<file path="src/rtl/cacheline_adapter_if.sv">
`default_nettype none
// ============================================================================
// Module  : cacheline_adapter_if
// Brief   : Line request port plus burst memory port of the cache-line adapter.
// Revision: 1.0
// ============================================================================
interface cacheline_adapter_if #(
  parameter int BEAT_W = 64,
  parameter int LINE_W = 256
);
  logic [31:0]       ufp_addr;
  logic              ufp_read;
  logic              ufp_write;
  logic [LINE_W-1:0] ufp_wdata;
  logic [LINE_W-1:0] ufp_rdata;
  logic              ufp_resp;

  logic [31:0]       bmem_addr;
  logic              bmem_read;
  logic              bmem_write;
  logic [BEAT_W-1:0] bmem_wdata;
  logic              bmem_ready;
  logic [31:0]       bmem_raddr;
  logic [BEAT_W-1:0] bmem_rdata;
  logic              bmem_rvalid;

  // The adapter sits in the middle: slave on line requests, master on bursts.
  modport slave (
    input  ufp_addr, ufp_read, ufp_write, ufp_wdata,
    output ufp_rdata, ufp_resp,
    output bmem_addr, bmem_read, bmem_write, bmem_wdata,
    input  bmem_ready, bmem_raddr, bmem_rdata, bmem_rvalid
  );

  modport master (
    output ufp_addr, ufp_read, ufp_write, ufp_wdata,
    input  ufp_rdata, ufp_resp,
    input  bmem_addr, bmem_read, bmem_write, bmem_wdata,
    output bmem_ready, bmem_raddr, bmem_rdata, bmem_rvalid
  );
endinterface
`default_nettype wire

</file>
<file path="src/rtl/cacheline_adapter.sv">
`default_nettype none
// ============================================================================
// Module  : cacheline_adapter
// Brief   : Serves 256-bit line read/write requests from a 64-bit burst memory.
// Revision: 1.0
// ============================================================================
module cacheline_adapter #(
  parameter int BEAT_W    = 64,
  parameter int BURST_LEN = 4
) (
  input  logic                clk,
  input  logic                rst_n,
  cacheline_adapter_if.slave  bus
);

  localparam int CNT_W = (BURST_LEN > 1) ? $clog2(BURST_LEN) : 1;
  localparam logic [CNT_W-1:0] c_last_beat = CNT_W'(BURST_LEN - 1);
  localparam logic [CNT_W-1:0] c_cnt_one   = CNT_W'(1);

  localparam logic [1:0] c_idle     = 2'd0;
  localparam logic [1:0] c_rd_wait  = 2'd1;
  localparam logic [1:0] c_wr_burst = 2'd2;
  localparam logic [1:0] c_done     = 2'd3;

  logic [1:0]                          r_state;
  logic [1:0]                          w_state_next;
  logic [CNT_W-1:0]                    r_cnt;
  logic [31:0]                         r_addr;
  logic [BURST_LEN-1:0][BEAT_W-1:0]    r_line;
  logic [BURST_LEN-1:0][BEAT_W-1:0]    r_rdata;
  logic [BURST_LEN-1:0][BEAT_W-1:0]    w_line_asm;

  logic [31:0] w_req_addr;
  logic        w_last;
  logic        w_beat_hit;
  logic        w_wr_accept;
  logic        w_cmd_accept;
  logic        w_unused_bits;

  assign w_req_addr    = {bus.ufp_addr[31:5], 5'b0};
  assign w_unused_bits = ^bus.ufp_addr[4:0];

  assign w_last       = (r_cnt == c_last_beat);
  // Only beats tagged with the latched line address belong to this burst.
  assign w_beat_hit   = (r_state == c_rd_wait) && bus.bmem_rvalid && (bus.bmem_raddr == r_addr);
  assign w_wr_accept  = (r_state == c_wr_burst) && bus.bmem_ready;
  assign w_cmd_accept = (r_state == c_idle) && !bus.ufp_write && bus.ufp_read && bus.bmem_ready;

  always_comb begin
    w_line_asm        = r_line;
    w_line_asm[r_cnt] = bus.bmem_rdata;
  end

  always_ff @(posedge clk or negedge rst_n) begin
    if (!rst_n) begin
      r_state <= c_idle;
    end else begin
      r_state <= w_state_next;
    end
  end

  always_comb begin
    w_state_next = r_state;
    case (r_state)
      c_idle: begin
        if (bus.ufp_write) begin
          w_state_next = c_wr_burst;
        end else if (w_cmd_accept) begin
          w_state_next = c_rd_wait;
        end
      end
      c_rd_wait: begin
        if (w_beat_hit && w_last) begin
          w_state_next = c_done;
        end
      end
      c_wr_burst: begin
        if (w_wr_accept && w_last) begin
          w_state_next = c_done;
        end
      end
      c_done:  w_state_next = c_idle;
      default: w_state_next = c_idle;
    endcase
  end

  // Outputs are forced low while reset is held, even if a request is pending.
  always_comb begin
    bus.bmem_read  = 1'b0;
    bus.bmem_write = 1'b0;
    bus.bmem_addr  = 32'd0;
    bus.bmem_wdata = '0;
    bus.ufp_resp   = 1'b0;
    if (rst_n) begin
      case (r_state)
        c_idle: begin
          if (!bus.ufp_write && bus.ufp_read) begin
            bus.bmem_read = 1'b1;
            bus.bmem_addr = w_req_addr;
          end
        end
        c_rd_wait: begin
          bus.bmem_addr = r_addr;
        end
        c_wr_burst: begin
          bus.bmem_write = 1'b1;
          bus.bmem_addr  = r_addr;
          bus.bmem_wdata = r_line[r_cnt];
        end
        c_done: begin
          bus.ufp_resp = 1'b1;
        end
        default: ;
      endcase
    end
  end

  assign bus.ufp_rdata = r_rdata;

  always_ff @(posedge clk or negedge rst_n) begin
    if (!rst_n) begin
      r_cnt   <= '0;
      r_addr  <= 32'd0;
      r_line  <= '0;
      r_rdata <= '0;
    end else begin
      case (r_state)
        c_idle: begin
          if (bus.ufp_write) begin
            r_addr <= w_req_addr;
            r_line <= bus.ufp_wdata;
            r_cnt  <= '0;
          end else if (w_cmd_accept) begin
            r_addr <= w_req_addr;
            r_cnt  <= '0;
          end
        end
        c_rd_wait: begin
          if (w_beat_hit) begin
            r_line <= w_line_asm;
            r_cnt  <= w_last ? '0 : r_cnt + c_cnt_one;
            if (w_last) begin
              r_rdata <= w_line_asm;
            end
          end
        end
        c_wr_burst: begin
          if (w_wr_accept) begin
            r_cnt <= w_last ? '0 : r_cnt + c_cnt_one;
          end
        end
        default: ;
      endcase
    end
  end

endmodule
`default_nettype wire

</file>
<file path="src/flat_wrapper.sv">
// flat-port wrapper written by rule: the top's interface ports become plain ports
module cacheline_adapter_flat 
#(
  parameter int BEAT_W    = 64,
  parameter int BURST_LEN = 4
)
  (clk, rst_n, bus_ufp_addr, bus_ufp_read, bus_ufp_write, bus_ufp_wdata, bus_ufp_rdata, bus_ufp_resp, bus_bmem_addr, bus_bmem_read, bus_bmem_write, bus_bmem_wdata, bus_bmem_ready, bus_bmem_raddr, bus_bmem_rdata, bus_bmem_rvalid);
  cacheline_adapter_if #(.BEAT_W(BEAT_W), .LINE_W(256)) bus_i ();
  input  logic clk;
  input  logic rst_n;
  input wire logic [$bits(bus_i.ufp_addr)-1:0] bus_ufp_addr;
  input wire logic [$bits(bus_i.ufp_read)-1:0] bus_ufp_read;
  input wire logic [$bits(bus_i.ufp_write)-1:0] bus_ufp_write;
  input wire logic [$bits(bus_i.ufp_wdata)-1:0] bus_ufp_wdata;
  output wire logic [$bits(bus_i.ufp_rdata)-1:0] bus_ufp_rdata;
  output wire logic [$bits(bus_i.ufp_resp)-1:0] bus_ufp_resp;
  output wire logic [$bits(bus_i.bmem_addr)-1:0] bus_bmem_addr;
  output wire logic [$bits(bus_i.bmem_read)-1:0] bus_bmem_read;
  output wire logic [$bits(bus_i.bmem_write)-1:0] bus_bmem_write;
  output wire logic [$bits(bus_i.bmem_wdata)-1:0] bus_bmem_wdata;
  input wire logic [$bits(bus_i.bmem_ready)-1:0] bus_bmem_ready;
  input wire logic [$bits(bus_i.bmem_raddr)-1:0] bus_bmem_raddr;
  input wire logic [$bits(bus_i.bmem_rdata)-1:0] bus_bmem_rdata;
  input wire logic [$bits(bus_i.bmem_rvalid)-1:0] bus_bmem_rvalid;
  assign bus_i.ufp_addr = bus_ufp_addr;
  assign bus_i.ufp_read = bus_ufp_read;
  assign bus_i.ufp_write = bus_ufp_write;
  assign bus_i.ufp_wdata = bus_ufp_wdata;
  assign bus_ufp_rdata = bus_i.ufp_rdata;
  assign bus_ufp_resp = bus_i.ufp_resp;
  assign bus_bmem_addr = bus_i.bmem_addr;
  assign bus_bmem_read = bus_i.bmem_read;
  assign bus_bmem_write = bus_i.bmem_write;
  assign bus_bmem_wdata = bus_i.bmem_wdata;
  assign bus_i.bmem_ready = bus_bmem_ready;
  assign bus_i.bmem_raddr = bus_bmem_raddr;
  assign bus_i.bmem_rdata = bus_bmem_rdata;
  assign bus_i.bmem_rvalid = bus_bmem_rvalid;
  cacheline_adapter #(.BEAT_W(BEAT_W), .BURST_LEN(BURST_LEN)) u_core (.clk(clk), .rst_n(rst_n), .bus(bus_i));
endmodule
</file>
<file path="config.mk">
export PLATFORM = sky130hd
export DESIGN_NAME = cacheline_adapter_flat
export DESIGN_NICKNAME = d
export VERILOG_FILES = /design/src/rtl/cacheline_adapter_if.sv /design/src/rtl/cacheline_adapter.sv /design/src/flat_wrapper.sv
export SDC_FILE = /design/constraint.sdc
export NUM_CORES = 1
export LEC_CHECK = 0
export ABC_CLOCK_PERIOD_IN_PS = 3900
export CAP_MARGIN = 20
export CELL_PAD_IN_SITES_DETAIL_PLACEMENT = 1
export CELL_PAD_IN_SITES_GLOBAL_PLACEMENT = 1
export CORE_AREA = 3 3 337 339
export CTS_BUF_LIST = sky130_fd_sc_hd__clkbuf_16
export DETAILED_ROUTE_END_ITERATION = 10
export DIE_AREA = 0 0 340 342
export GPL_TIMING_DRIVEN = 0
export PLACE_DENSITY = 0.67
export SETUP_SLACK_MARGIN = 0.02
export SLEW_MARGIN = 0
export SYNTH_ARGS = -nofsm -noshare
export SYNTH_HDL_FRONTEND = slang
export SYNTH_SLANG_ARGS = --single-unit
export TNS_END_PERCENT = 50
</file>
<file path="constraint.sdc">
create_clock -name clk -period 3.9 [get_ports clk]
set_clock_uncertainty 0.1 [all_clocks]
set_input_delay 0.585 -clock clk [delete_from_list [all_inputs] [get_ports clk]]
set_output_delay 0.585 -clock clk [all_outputs]
set_load 0.02 [all_outputs]
</file>
## Yosys cells after proc, flatten, opt, wreduce, memory -nomap -nowiden

Cells that the tools add are included.

| storage, ports and cells | value |
|---|---|
| word-level logic and storage cells | 79 |
| flip-flop bits (word level) | 548 |
| output and inout port bits | 355 |
| bits of input ports | 390 |

| cells by class | value |
|---|---|
| mux-type cells | 33 |
| order comparisons | 2 |
| eq/ne operators | 11 |
| $add $sub $neg | 1 |
| reduce and logical (&&, ||, !) cells | 21 |

Operators with widths:

| cell | number |
|---|---|
| $mux 256 | 2 |
| $pmux 256 s2 | 1 |
| $bwmux 256 | 1 |
| $mux 64 | 4 |
| $bmux 64 s2 | 1 |
| $demux 64 s2 | 1 |
| $mux 32 | 4 |
| $pmux 32 s2 | 1 |
| $eq 32x32->1 | 1 |
| $mux 2 | 9 |
| $logic_and 1x1->1 | 10 |
| $reduce_and 3->1 | 3 |
| $pmux 2 s4 | 1 |
| $mux 1 | 7 |
| $eq 2x2->1 const B | 3 |
| $ne 2x2->1 const B | 3 |
| $pmux 2 s3 | 1 |
| $ne 2x1->1 const B | 2 |
| $reduce_and 4->1 | 1 |
| $reduce_bool 2->1 | 2 |
| $lt 2x3->1 const B | 1 |
| $ne 3x2->1 const B | 1 |
| $reduce_bool 3->1 | 1 |
| $add 2x1->2 const B | 1 |
| other kinds (6) | 6 |

## Depth between registers and ports, before layout

Gate-level depths: netlist (run 1).

| depth | value |
|---|---|
| word-level depth | 7 |
| gate-level depth with buffers | 12 |
| gate-level depth less buffers | 7 |

## Worst setup path after synthesis (run 1)

OpenSTA, ideal clock, no wires.

| timing | value |
|---|---|
| path type | register to output |
| from | register u_core.r_state[0] |
| to | output bus_bmem_addr[13] |
| path buffers | 2 |
| required time | 3215 ps |
| setup slack | 1099 ps |
| stages on the path, launching flop included | 9 |
| data arrival time | 2116 ps |
| path through | dfrtp_1 -> inv_1 -> ha_1 -> nor2b_1 -> and2_1 -> clkbuf_1 -> clkbuf_1 -> a22oi_1 -> nor2_1 |

| between the ends | value |
|---|---|
| longest elaborated chain between the ends | 4 |
| elaborated cells on any way between the ends | 6 |
| classes of those cells | eq/ne: 2; mux: 2; reduce/logical: 2 |

Ends and longest elaborated chain:

| item | line | source |
|---|---|---|
| start, declared | cacheline_adapter.sv:25 | `logic [1:0] r_state;` |
| start signal, assigned | cacheline_adapter.sv:56 | `r_state <= c_idle;` |
| start signal, assigned | cacheline_adapter.sv:58 | `r_state <= w_state_next;` |
| $eq 2x2->1 / $eq 2x1->1 (equally long branches) | cacheline_adapter.sv:95 | `case (r_state)` |
| $reduce_or 2->1 (no source line) | - |  |
| $pmux 32 s2 * | cacheline_adapter.sv:95 |  |
| $mux 32 * | cacheline_adapter.sv:94 | `if (rst_n) begin` |
| end, declared | flat_wrapper.sv:17 | `output wire logic [$bits(bus_i.bmem_addr)-1:0] bus_bmem_addr;` |

Every way passes the cells marked *; elsewhere a longest branch is shown, timed or not.

## Final worst setup path (run 1)

| timing | value |
|---|---|
| from | register u_core.r_cnt[0] |
| to | output bus_bmem_wdata[28] |

| between the ends | value |
|---|---|
| longest elaborated chain between the ends | 4 |

Ends and longest elaborated chain:

| item | line | source |
|---|---|---|
| start, declared | cacheline_adapter.sv:27 | `logic [CNT_W-1:0] r_cnt;` |
| start signal, assigned | cacheline_adapter.sv:141 | `r_cnt <= w_last ? '0 : r_cnt + c_cnt_one;` |
| start signal, assigned | cacheline_adapter.sv:149 | `r_cnt <= w_last ? '0 : r_cnt + c_cnt_one;` |
| $bmux 64 s2 | cacheline_adapter.sv:108 | `bus.bmem_wdata = r_line[r_cnt];` |
| $mux 64 (implied by the code) | cacheline_adapter.sv:108 |  |
| $mux 64 | cacheline_adapter.sv:95 |  |
| $mux 64 | cacheline_adapter.sv:94 |  |
| end, declared | flat_wrapper.sv:20 | `output wire logic [$bits(bus_i.bmem_wdata)-1:0] bus_bmem_wdata;` |

No other way between the ends. The select of a mux whose other input is x is not followed.

==> results by group, run 1 <==
Status
  • Status: complete, but fails checks
  • Failing checks: hold timing

Worst setup path
  • CP Buf/Inv Count: 3
  • Path type of the worst setup path: register to primary output
  • Critical Path RT: 3.21 ns
  • Worst R2R Start: u_core.r_state[1]
  • Slowest CP cell: mux4_2
  • Reg2reg setup slack: 0.20 ns
  • Critical path fanouts, max: 10
  • Reg2Reg Capture Point: u_core.r_line[243]
  • Crit. End Element: primary output
  • R2r worst-path depth: 10
  • Setup crit start kind: register
  • CP arrival: 3.10 ns
  • Delay-heaviest family, CP: buffers and inverters
  • Cells along the critical path: buf_6 > buf_4 > mux4_2 > and2_1 > clkdlybuf4s50_1
  • Slowest stage delay, CP: 0.56 ns

Global route
  • Gr usage total: 22.5%
  • Grt ovf: 0
  • Antenna violations before repair: 19
  • Vias in the first global route: 24,701
  • First-pass GRT wire length: 189,000 um
  • Largest net degree at the start of global routing: 116

Synthesis
  • Synth Instances: 2,282
  • Yosys top cell area share: 51.2%
  • Netlist Area Pre-Place: 0.0265 mm^2
  • Top post-synthesis cells by area: dfrtp_1 (51%), mux2i_1 (7.4%), mux4_2 (5.4%)
  • Cell variety after synth: 43
  • Post-synth ARST share: 100%
  • Post-synth EDFFs: 0
  • Mean post-synth cell area: 11.6 um^2
  • Main flop type after synthesis: dfrtp_1
  • Flops & latches, synth: 543
  • Yosys warns: 0
  • Seq/Total Area, Yosys: 51.2%
  • Area leader, netlist: dfrtp_1

Placement
  • # port buffers: 669
  • Routability congestion estimate: 0.861
  • DP Wirelength: 103,000 um

Timing
  • Final period utilization: 97.1%
  • Worst hold slack: -0.0432 ns
  • Max Slew Vio Count: 0
  • Final setup viols: 0
  • Rel. slew slack: 25.2%
  • Tmin final: 3.79 ns
  • RSZ-0062 raised after global routing: true
  • Achievable clock frequency: 264 MHz
  • Slew @ Worst Pin: 1.12 ns
  • TNS Setup: 0 ns
  • Final Hold Vio Count: 6

Pwr
  • P_int: 15,800 uW
  • Clock power frac: 25.5%
  • NetSw: 9080 uW
  • Logic pwr share: 39.7%
  • Peak supply drop: 358 uV
  • Power per Cell Area: 656 mW/mm^2
  • Total power: 24,800 uW
  • Pleak: 0.0156 uW
  • Sw frac: 36.6%
  • Reg power frac: 34.8%

Flow run
  • Total of max-cap violations: 0

Clock tree
  • Clock buffer depth: 3
  • Reg clk slew, reported paths: 0.06 ns
  • Root Buffer: clkbuf_16
  • Clock latency on the worst-skew pair: 0.63 ns
  • Max H-tree Level: 3
  • Clock sinks: 543
  • Setup repair bufs after CTS: 0
  • CTS tree: yes
  • Num CTS Buffers: 70

Floorplan
  • Initial Utilization: 24.0%
  • Die area: 0.116 mm^2
  • Row count: 122
  • Die Wd: 340 um
  • IO Pins: 745
  • Die Height: 342 um
  • Core Box Area: 0.111 mm^2

Final layout
  • Area grow syn2layout: 42.7%
  • Most frequent cells in the layout: clkdlybuf4s50_1 (635), dfrtp_1 (543), nand2_1 (201)
  • Post-Route Utilization: 34.2%
  • Layout Nets: 3,443
  • Filler cells: 12,278
  • Most common cell after layout, fill and taps aside: clkdlybuf4s50_1
  • Layout cell share with drive strength beyond 1: 16.6%

Routing
  • Vias per std cell: 5.00
  • DR pass1 iterations: 5
  • Drt initial violations: 1,497
  • Routed vias: 22,974
  • Post-route ant nets: 0
  • Routed len/inst: 29.5 um
  • DRC viols: 0
  • Total Routed Length: 135,000 um

Min path
  • Hold Path Class: primary input to asynchronous set/reset pin
[sequential cells by signal, indices dropped and copies added, names as in the netlist]
register	count
u_core.bus.ufp_rdata	256
u_core.r_state	2
u_core.r_cnt	2
u_core.r_line	256
u_core.r_addr	27
[stage by stage]
step | cells | hold WS (ns) | cell area [um^2] | worst slack [ns]
finish | 4593 | -0.0432 | 37800 | 0.112
global route | 4589 | 0.0198 | 37800 | 0.000137
CTS | 4583 | 0.00149 | 37700 | 0.0277
detailed placement | 4455 | 0.369 | 35400 | -0.669
global placement | 4443 | 0.362 | 35100 | -24.60
floorplan | 2286 | 0.189 | 26500 | 1.10
[synth_stat cells (2+ instances only)]
cell type  number
and2_1         67
dfrtp_1       543
buf_6           3
nor2b_1         2
mux2_2         86
buf_1          76
nand4_1         5
nand3_1         3
nand2_1       202
o221a_2         8
or3_1           3
mux2_4          6
buf_2          66
o22ai_1       128
o21ai_0       195
xor2_1         16
nor2_1         30
nor4_1          5
ha_1           10
a2bb2oi_1     127
mux4_2         64
inv_1           9
and3_1          2
nand2b_1        2
mux2i_1       197
o21a_1          3
a22oi_1        28
clkbuf_1      118
buf_4           5
o221a_1       120
xnor2_1        12
or2_2         128
a21oi_1         2
nand4_4         2
[what timing repair did]
action                                 in CTS  in global routing
gates cloned                                1                  0
setup endpoints to repair                 305                 72
hold buffers                                5                  0
gates resized for setup                    57                 40
endpoints found under the hold margin      51                  0
[worst max-delay path by stage]
stage | from | to | slack, ns | cells past startpoint
floorplan | u_core.r_state[0] | bus_bmem_addr[13] | 1.10 | 8
global placement | rst_n | u_core.r_line[195] | -24.60 | 1
detailed placement | rst_n | bus_bmem_wdata[5] | -0.67 | 8
CTS | u_core.r_state[0] | bus_bmem_wdata[14] | 0.03 | 8
global route | u_core.r_state[1] | bus_bmem_addr[9] | 0.0001 | 6
finish | u_core.r_cnt[0] | bus_bmem_wdata[28] | 0.11 | 5
[per-layer routing]
layer,share of wire (%),GRT usage (%),vias to the layer above
li1,-,-,9946
met1,41,28.1,11996
met2,48,38.0,827
met3,6.5,5.61,199
met4,3.6,7.76,6
met5,0.024,0,-
[cell families after synthesis]
group                    share of synthesized area (%)
multiplexers                                      16.9
buffers and inverters                             4.39
AO/OA/AOI/OAI                                     17.4
adder cells (fa/ha/maj)                          0.472
AND/OR/NAND/NOR                                   8.72
other                                           0.0141
XOR/XNOR                                         0.924
flip-flops                                        51.2
[cell type report]
cell class	count	area [um^2]	share of cell area, %
diodes	10	25.0	0.0661
clock inverters	51	352	0.929
plain buffers	266	1200	3.17
repair buffers	687	7150	18.9
multi-input cells	1466	11800	31.2
flip-flops and latches	543	13600	35.9
well taps	1488	1860	4.92
clock buffers	73	1830	4.83
inverters	9	33.8	0.0893
[power by group through the flow]
stage / clock network (uW) / logic [uW] / registers [uW]
floorplan: 0 / 6520 / 8020
global placement: 0 / 9610 / 8640
global route: 6720 / 10500 / 8790
CTS: 6480 / 9970 / 8600
detailed placement: 0 / 9850 / 8690
finish: 6330 / 9870 / 8640
(Power assumes the default switching activity.)
==> inputs of run 2 (changes only) <==
--- a/config.mk
+++ b/config.mk
@@ -9,10 +9,10 @@
 export CAP_MARGIN = 20
 export CELL_PAD_IN_SITES_DETAIL_PLACEMENT = 1
 export CELL_PAD_IN_SITES_GLOBAL_PLACEMENT = 1
-export CORE_AREA = 3 3 337 339
+export CORE_AREA = 3 3 388 294
 export CTS_BUF_LIST = sky130_fd_sc_hd__clkbuf_16
 export DETAILED_ROUTE_END_ITERATION = 10
-export DIE_AREA = 0 0 340 342
+export DIE_AREA = 0 0 391 297
 export GPL_TIMING_DRIVEN = 0
 export PLACE_DENSITY = 0.67
 export SETUP_SLACK_MARGIN = 0.02
==> results by group, run 2 (synthesized netlist as in run 1, its figures left out) <==
Timing
  • Rel. slew slack: 30.4% (+5.2 points)
  • Final Hold Vio Count: 0 (-6)
  • Max Slew Vio Count: 0 (unchanged)
  • Achievable clock frequency: 267 MHz (+0.99%)
  • Final period utilization: 96.2% (-0.95 points)
  • Tmin final: 3.75 ns (-0.0372 ns)
  • Slew @ Worst Pin: 1.04 ns (-0.0779 ns)
  • RSZ-0062 raised after global routing: true
  • Final setup viols: 0 (unchanged)

Final layout
  • Filler cells: 12,277 (-0.0081%)
  • Finished Cell Area: 0.0378 mm^2 (about the same)
  • Layout cell share with drive strength beyond 1: 16.6% (about the same)
  • Area grow syn2layout: 42.6% (about the same)
  • Layout Nets: 3,448 (+0.15%)
  • Post-Layout Cell Count: 4,567 (-0.57%)
  • Most frequent cells in the layout: clkdlybuf4s50_1 (644), dfrtp_1 (542), nand2_1 (202)
  • Most common cell after layout, fill and taps aside: clkdlybuf4s50_1

Worst setup path
  • Critical path fanouts, max: 10 (unchanged)
  • Path type of the worst setup path: register to primary output
  • Setup crit start kind: register
  • Cells along the critical path: inv_1 > ha_1 > and2_1 > clkbuf_4 > clkbuf_2 > and2_1 > clkdlybuf4s50_1
  • Delay-heaviest family, CP: buffers and inverters
  • Slowest stage delay, CP: 0.71 ns (+0.15 ns)
  • Slowest CP cell: clkdlybuf4s50_1
  • CP arrival: 3.07 ns (-0.03 ns)
  • Critical Path RT: 3.21 ns (about the same)
  • CP Buf/Inv Count: 4 (+1)
  • Crit. End Element: primary output
  • Worst path most repeated cell: and2_1

Floorplan
  • Die area: 0.116 mm^2 (-0.13%)
  • Die Height: 297 um (-13%)
  • IO Pins: 745 (unchanged)
  • Initial Utilization: 23.9% (-0.045 points)
  • Die Wd: 391 um (+15%)
  • Core Box Area: 0.111 mm^2 (+0.19%)
  • Row count: 106 (-13%)

Placement
  • # port buffers: 669 (unchanged)
  • DP Wirelength: 103,000 um (-0.51%)
  • Placed Area: 0.0354 mm^2 (about the same)
  • Routability congestion estimate: 0.845 (-1.8%)
  • DP Cell Count: 4,426 (-0.65%)

Routing
  • DR pass1 iterations: 5 (unchanged)
  • Drt initial violations: 1,765 (+18%)
  • DRC viols: 0 (unchanged)
  • Routed len/inst: 30.0 um (+1.7%)
  • Total Routed Length: 137,000 um (+1.1%)
  • Post-route ant nets: 0 (unchanged)
  • Routed vias: 23,334 (+1.6%)
  • Vias per std cell: 5.11 (+2.1%)

Clock tree
  • Num CTS Buffers: 66 (-5.7%)
  • Root Buffer: clkbuf_16
  • Max H-tree Level: 3 (unchanged)
  • Clock sinks: 543 (unchanged)
  • Reg clk slew, reported paths: 0.06 ns (about the same)
  • CTS tree: yes
  • Clock latency on the worst-skew pair: 0.62 ns (about the same)
  • Clock buffer depth: 3 (unchanged)
  • Setup repair bufs after CTS: 0 (unchanged)

Global route
  • Vias in the first global route: 24,740 (+0.16%)
  • Grt ovf: 0 (unchanged)
  • Largest net degree at the start of global routing: 114 (-1.7%)
  • First-pass GRT wire length: 193,000 um (+1.6%)
  • Gr usage total: 23.0% (+0.44 points)
  • Antenna violations before repair: 34 (+15)

Min path
  • Hold Path Class: primary input to asynchronous set/reset pin

Pwr
  • Peak supply drop: 301 uV (-16%)
  • Pleak: 0.0155 uW (-0.77%)
  • Power per Cell Area: 653 mW/mm^2 (-0.58%)

Status
  • Status: finished, final reports clean

Flow run
  • Total of max-cap violations: 0 (unchanged)
-- run 2: cell type report --
| type | instances | area [um^2] | area share [%] |
|---|---|---|---|
| Inverter | 9 | 33.8 | 0.0893 |
| Buffer | 266 | 1210 | 3.20 |
| Antenna cell | 16 | 40.0 | 0.106 |
| Clock inverter | 46 | 308 | 0.813 |
| Timing Repair Buffer | 696 | 7350 | 19.4 |
| Sequential cell | 543 | 13600 | 35.9 |
| Clock buffer | 67 | 1680 | 4.43 |
| Multi-Input combinational cell | 1466 | 11800 | 31.2 |
| Tap cell | 1458 | 1820 | 4.82 |
-- run 2: power by group --
group | total, uW | leakage (uW) | switching, uW | internal [uW]
logic | 10200 | 0.00765 | 5220 | 4990
clock network | 5910 | 0.00104 | 2650 | 3260
registers | 8560 | 0.00681 | 1390 | 7170
-- run 2: routing by layer --
layer | wire (um) | GRT usage, % | part of all wire [%] | up-vias
met5 | 128 | 0 | 0.094 | -
met2 | 63400 | 36.6 | 46 | 882
li1 | - | - | - | 9974
met1 | 60200 | 31.3 | 44 | 12296
met3 | 10100 | 5.72 | 7.4 | 164
met4 | 2970 | 5.61 | 2.2 | 18
-- run 2: worst reg2reg max path, delay by kind of cell, from the launching register on --
kind | cells | cell delay [ns]
and+or+nand+nor | 2 | 0.50
buffers and inverters | 5 | 2.28
AOI/OAI and AO/OA | 1 | 0.17
adders and majority gates | 1 | 0.16
DFF | 1 | 0.42
-- run 2: worst paths after layout --
| check | startpoint | endpoint | slack, ns | depth (start not counted) |
|---|---|---|---|---|
| worst min-delay path | rst_n | u_core.bus.ufp_rdata[106] | 0.04 | 3 |
| worst max register to register | u_core.r_state[1] | u_core.r_line[61] | 0.20 | 9 |
| max in group asynchronous | rst_n | u_core.r_line[29] | 2.65 | 3 |
| min in group clk | bus_bmem_rdata[18] | u_core.r_line[146] | 0.33 | 3 |
| worst max-delay path | u_core.r_state[0] | bus_bmem_wdata[12] | 0.15 | 7 |
| worst min register to register | u_core.bus.ufp_rdata[1] | u_core.bus.ufp_rdata[1] | 0.38 | 2 |
-- run 2: through the flow --
step           util, %  total power, uW  hold WS [ns]  TNS [ns]  setup slack, ns
2_1_floorplan        -            14500         0.189         0             1.10
3_3_place_gp      31.6            18400         0.362         -           -24.50
3_5_place_dp      31.9            18700         0.370   -156.38            -1.26
4_1_cts           34.0            24800        0.0182         0           0.0273
5_1_grt           34.1            25900        0.0384         0           0.0159
6_report          34.1            24700        0.0411         0            0.149
-- run 2: repair_timing --
item / 4_1_cts / 5_1_grt
endpoints found under the hold margin: 62 / 0
gates resized for setup: 56 / 36
hold buffers: 10 / 0
cloned: 4 / 0
endpoints found under the setup margin: 378 / 59
==> inputs of run 3 (changes only) <==
--- a/config.mk
+++ b/config.mk
@@ -13,7 +13,6 @@
 export CTS_BUF_LIST = sky130_fd_sc_hd__clkbuf_16
 export DETAILED_ROUTE_END_ITERATION = 10
 export DIE_AREA = 0 0 391 297
-export GPL_TIMING_DRIVEN = 0
 export PLACE_DENSITY = 0.67
 export SETUP_SLACK_MARGIN = 0.02
 export SLEW_MARGIN = 0
==> results by group, run 3 (synthesized netlist as in run 1, its figures left out) <==
Worst setup path
  • CP arrival: 3.00 ns (-0.07 ns)
  • Critical path fanouts, max: 27 (+17)
  • Setup crit start kind: register
  • Worst R2R Start: u_core.r_cnt[1]
  • Cells along the critical path: inv_1 > ha_4 > nor2b_4 > and2_1 > buf_8 > a22oi_1 > nor2_1 > clkdlybuf4s50_1
  • Critical Path RT: 3.21 ns (about the same)
  • Path type of the worst setup path: register to primary output
  • Reg2Reg Capture Point: u_core.bus.ufp_rdata[230]
  • Slowest CP cell: clkdlybuf4s50_1
  • R2r worst-path depth: 6 (-3)
  • Reg2reg setup slack: 0.69 ns (+0.49 ns)
  • Crit. End Element: primary output
  • Slowest stage delay, CP: 0.67 ns (-0.04 ns)

Routing
  • Met1 Wirelength: 54,600 um (-9.3%)
  • Total Routed Length: 122,000 um (-11%)
  • DRC viols: 0 (unchanged)
  • Routed vias: 22,130 (-5.2%)
  • Post-route ant nets: 0 (unchanged)
  • Top routing layer in use: met5
  • Drt initial violations: 1,158 (-34%)
  • DR pass1 iterations: 5 (unchanged)
  • Routed len/inst: 27.8 um (-7.2%)
  • WL met3: 7990 um (-21%)
  • WL met2: 57,200 um (-9.9%)
  • Vias per std cell: 5.02 (-1.6%)

Clock tree
  • Clock buffer depth: 3 (unchanged)
  • CTS tree: yes
  • Max H-tree Level: 3 (unchanged)
  • Reg clk slew, reported paths: 0.06 ns (about the same)
  • Clock sinks: 543 (unchanged)
  • Root Buffer: clkbuf_16
  • Num CTS Buffers: 67 (+1.5%)
  • Setup repair bufs after CTS: 0 (unchanged)
  • Clock latency on the worst-skew pair: 0.63 ns (about the same)

Floorplan
  • Die area: 0.116 mm^2 (unchanged)
  • Initial Utilization: 23.9% (unchanged)
  • Row count: 106 (unchanged)
  • IO Pins: 745 (unchanged)
  • Core Box Area: 0.111 mm^2 (unchanged)
  • Die Wd: 391 um (unchanged)
  • Die Height: 297 um (unchanged)

Final layout
  • Filler cells: 12,072 (-1.7%)
  • Layout Nets: 3,282 (-4.8%)
  • Most frequent cells in the layout: clkdlybuf4s50_1 (732), dfrtp_1 (541), nand2_1 (200)
  • Area grow syn2layout: 42.3%
  • Most common cell after layout, fill and taps aside: clkdlybuf4s50_1
  • Layout cell share with drive strength beyond 1: 16.0% (-0.60 points)

Pwr
  • Pleak: 0.0150 uW (-3.2%)
  • Peak supply drop: 565 uV (+88%)
  • Total power: 24,600 uW (-0.18%)
  • Power per Cell Area: 653 mW/mm^2 (about the same)

Global route
  • Largest net degree at the start of global routing: 144 (+26%)
  • Antenna violations before repair: 22 (-35%)
  • Grt ovf: 0 (unchanged)
  • First-pass GRT wire length: 177,000 um (-8.1%)
  • Gr usage total: 20.6% (-2.4 points)
  • Vias in the first global route: 23,805 (-3.8%)

Timing
  • Tmin final: 3.69 ns (-0.0620 ns)
  • TNS Setup: 0 ns (unchanged)
  • Final Hold Vio Count: 0 (unchanged)
  • RSZ-0062 raised after global routing: false
  • Achievable clock frequency: 271 MHz (+1.7%)
  • Max Slew Vio Count: 0 (unchanged)
  • Final setup viols: 0 (unchanged)
  • Rel. slew slack: 35.2% (+4.8 points)
  • Slew @ Worst Pin: 0.972 ns (-0.0719 ns)
  • Final period utilization: 94.6% (-1.6 points)

Placement
  • # port buffers: 734 (+9.7%)
  • DP Wirelength: 82,500 um (-20%)
  • Routability congestion estimate: 0.833 (-1.4%)

Min path
  • Hold Path Class: primary input to asynchronous set/reset pin

Flow run
  • Total of max-cap violations: 0 (unchanged)

Status
  • Status: finished, final reports clean
-- run 3: cell count changes in the layout (fill, tap and decap cells not counted), moves of 5 or more --
cell	delta
clkbuf_4	-9
clkdlybuf4s50_1	+88
clkbuf_1	-94
ha_4	+5
buf_2	-67
clkbuf_2	-13
buf_4	+22
dlymetal6s2s_1	-18
buf_12	+23
buf_16	-9
buf_1	-70
clkinv_1	+5
dlygate4sd2_1	-5
-- run 3: timing repair --
action | CTS | global route
cloned | 0 | 0
endpoints found under the hold margin | 26 | 0
hold buffers | 1 | 0
gates resized for setup | 4 | 3
endpoints found under the setup margin | 27 | 27
-- run 3: worst max-delay path by stage --
| stage | start | end | cells past startpoint | slack (ns) |
|---|---|---|---|---|
| after floorplan | u_core.r_state[0] | bus_bmem_addr[13] | 8 | 1.10 |
| after global placement | bus_bmem_raddr[24] | u_core.r_line[63] | 8 | 0.34 |
| after detailed placement | bus_bmem_raddr[24] | u_core.r_line[63] | 8 | 0.32 |
| after CTS | u_core.r_state[1] | bus_bmem_addr[15] | 8 | 0.02 |
| after global routing | u_core.r_state[0] | bus_bmem_addr[22] | 8 | 0.05 |
| final | u_core.r_state[0] | bus_bmem_addr[7] | 8 | 0.21 |
-- run 3: cell type report --
cell class                 count  area (um^2)  share of cell area, %
inverter                       9         33.8                 0.0895
antenna                       12         30.0                 0.0795
clock inverter                53          433                   1.15
multi-input combinational   1466        11900                   31.6
clock buffer                  68         1700                   4.51
tap                         1458         1820                   4.83
sequential                   543        13600                   36.0
timing repair buffer         795         8210                   21.7
-- run 3: critical path: cells and delay by family (launching register included) --
family                   cells  cell delay (ns)
buffers and inverters        3             1.11
AND/OR/NAND/NOR              3             0.51
flip-flops                   1             0.44
adder cells (fa/ha/maj)      1             0.22
AO/OA/AOI/OAI                1             0.10
-- run 3: routing by layer --
| layer | track usage (%) | vias to the layer above |
|---|---|---|
| li1 | - | 9628 |
| met1 | 27.8 | 11690 |
| met2 | 32.8 | 642 |
| met3 | 5.43 | 152 |
| met4 | 5.28 | 18 |
| met5 | 0 | - |
-- run 3: where the power goes --
part	internal, uW	total, uW	switching, uW
combinational	5060	9860	4800
sequential	7170	8570	1390
clock	3480	6220	2740
-- run 3: metrics by stage --
stage / instance area (um^2) / std cells / hold slack, ns / util (%) / setup WS (ns)
after global placement: 35500 / 4269 / 0.354 / 32.0 / 0.343
after CTS: 37700 / 4391 / 0.243 / 34.0 / 0.0214
after global routing: 37800 / 4400 / 0.286 / 34.0 / 0.0454
final: 37800 / 4404 / 0.322 / 34.1 / 0.211
after detailed placement: 35500 / 4269 / 0.353 / 32.0 / 0.321
after floorplan: 26500 / 2286 / 0.189 / - / 1.10
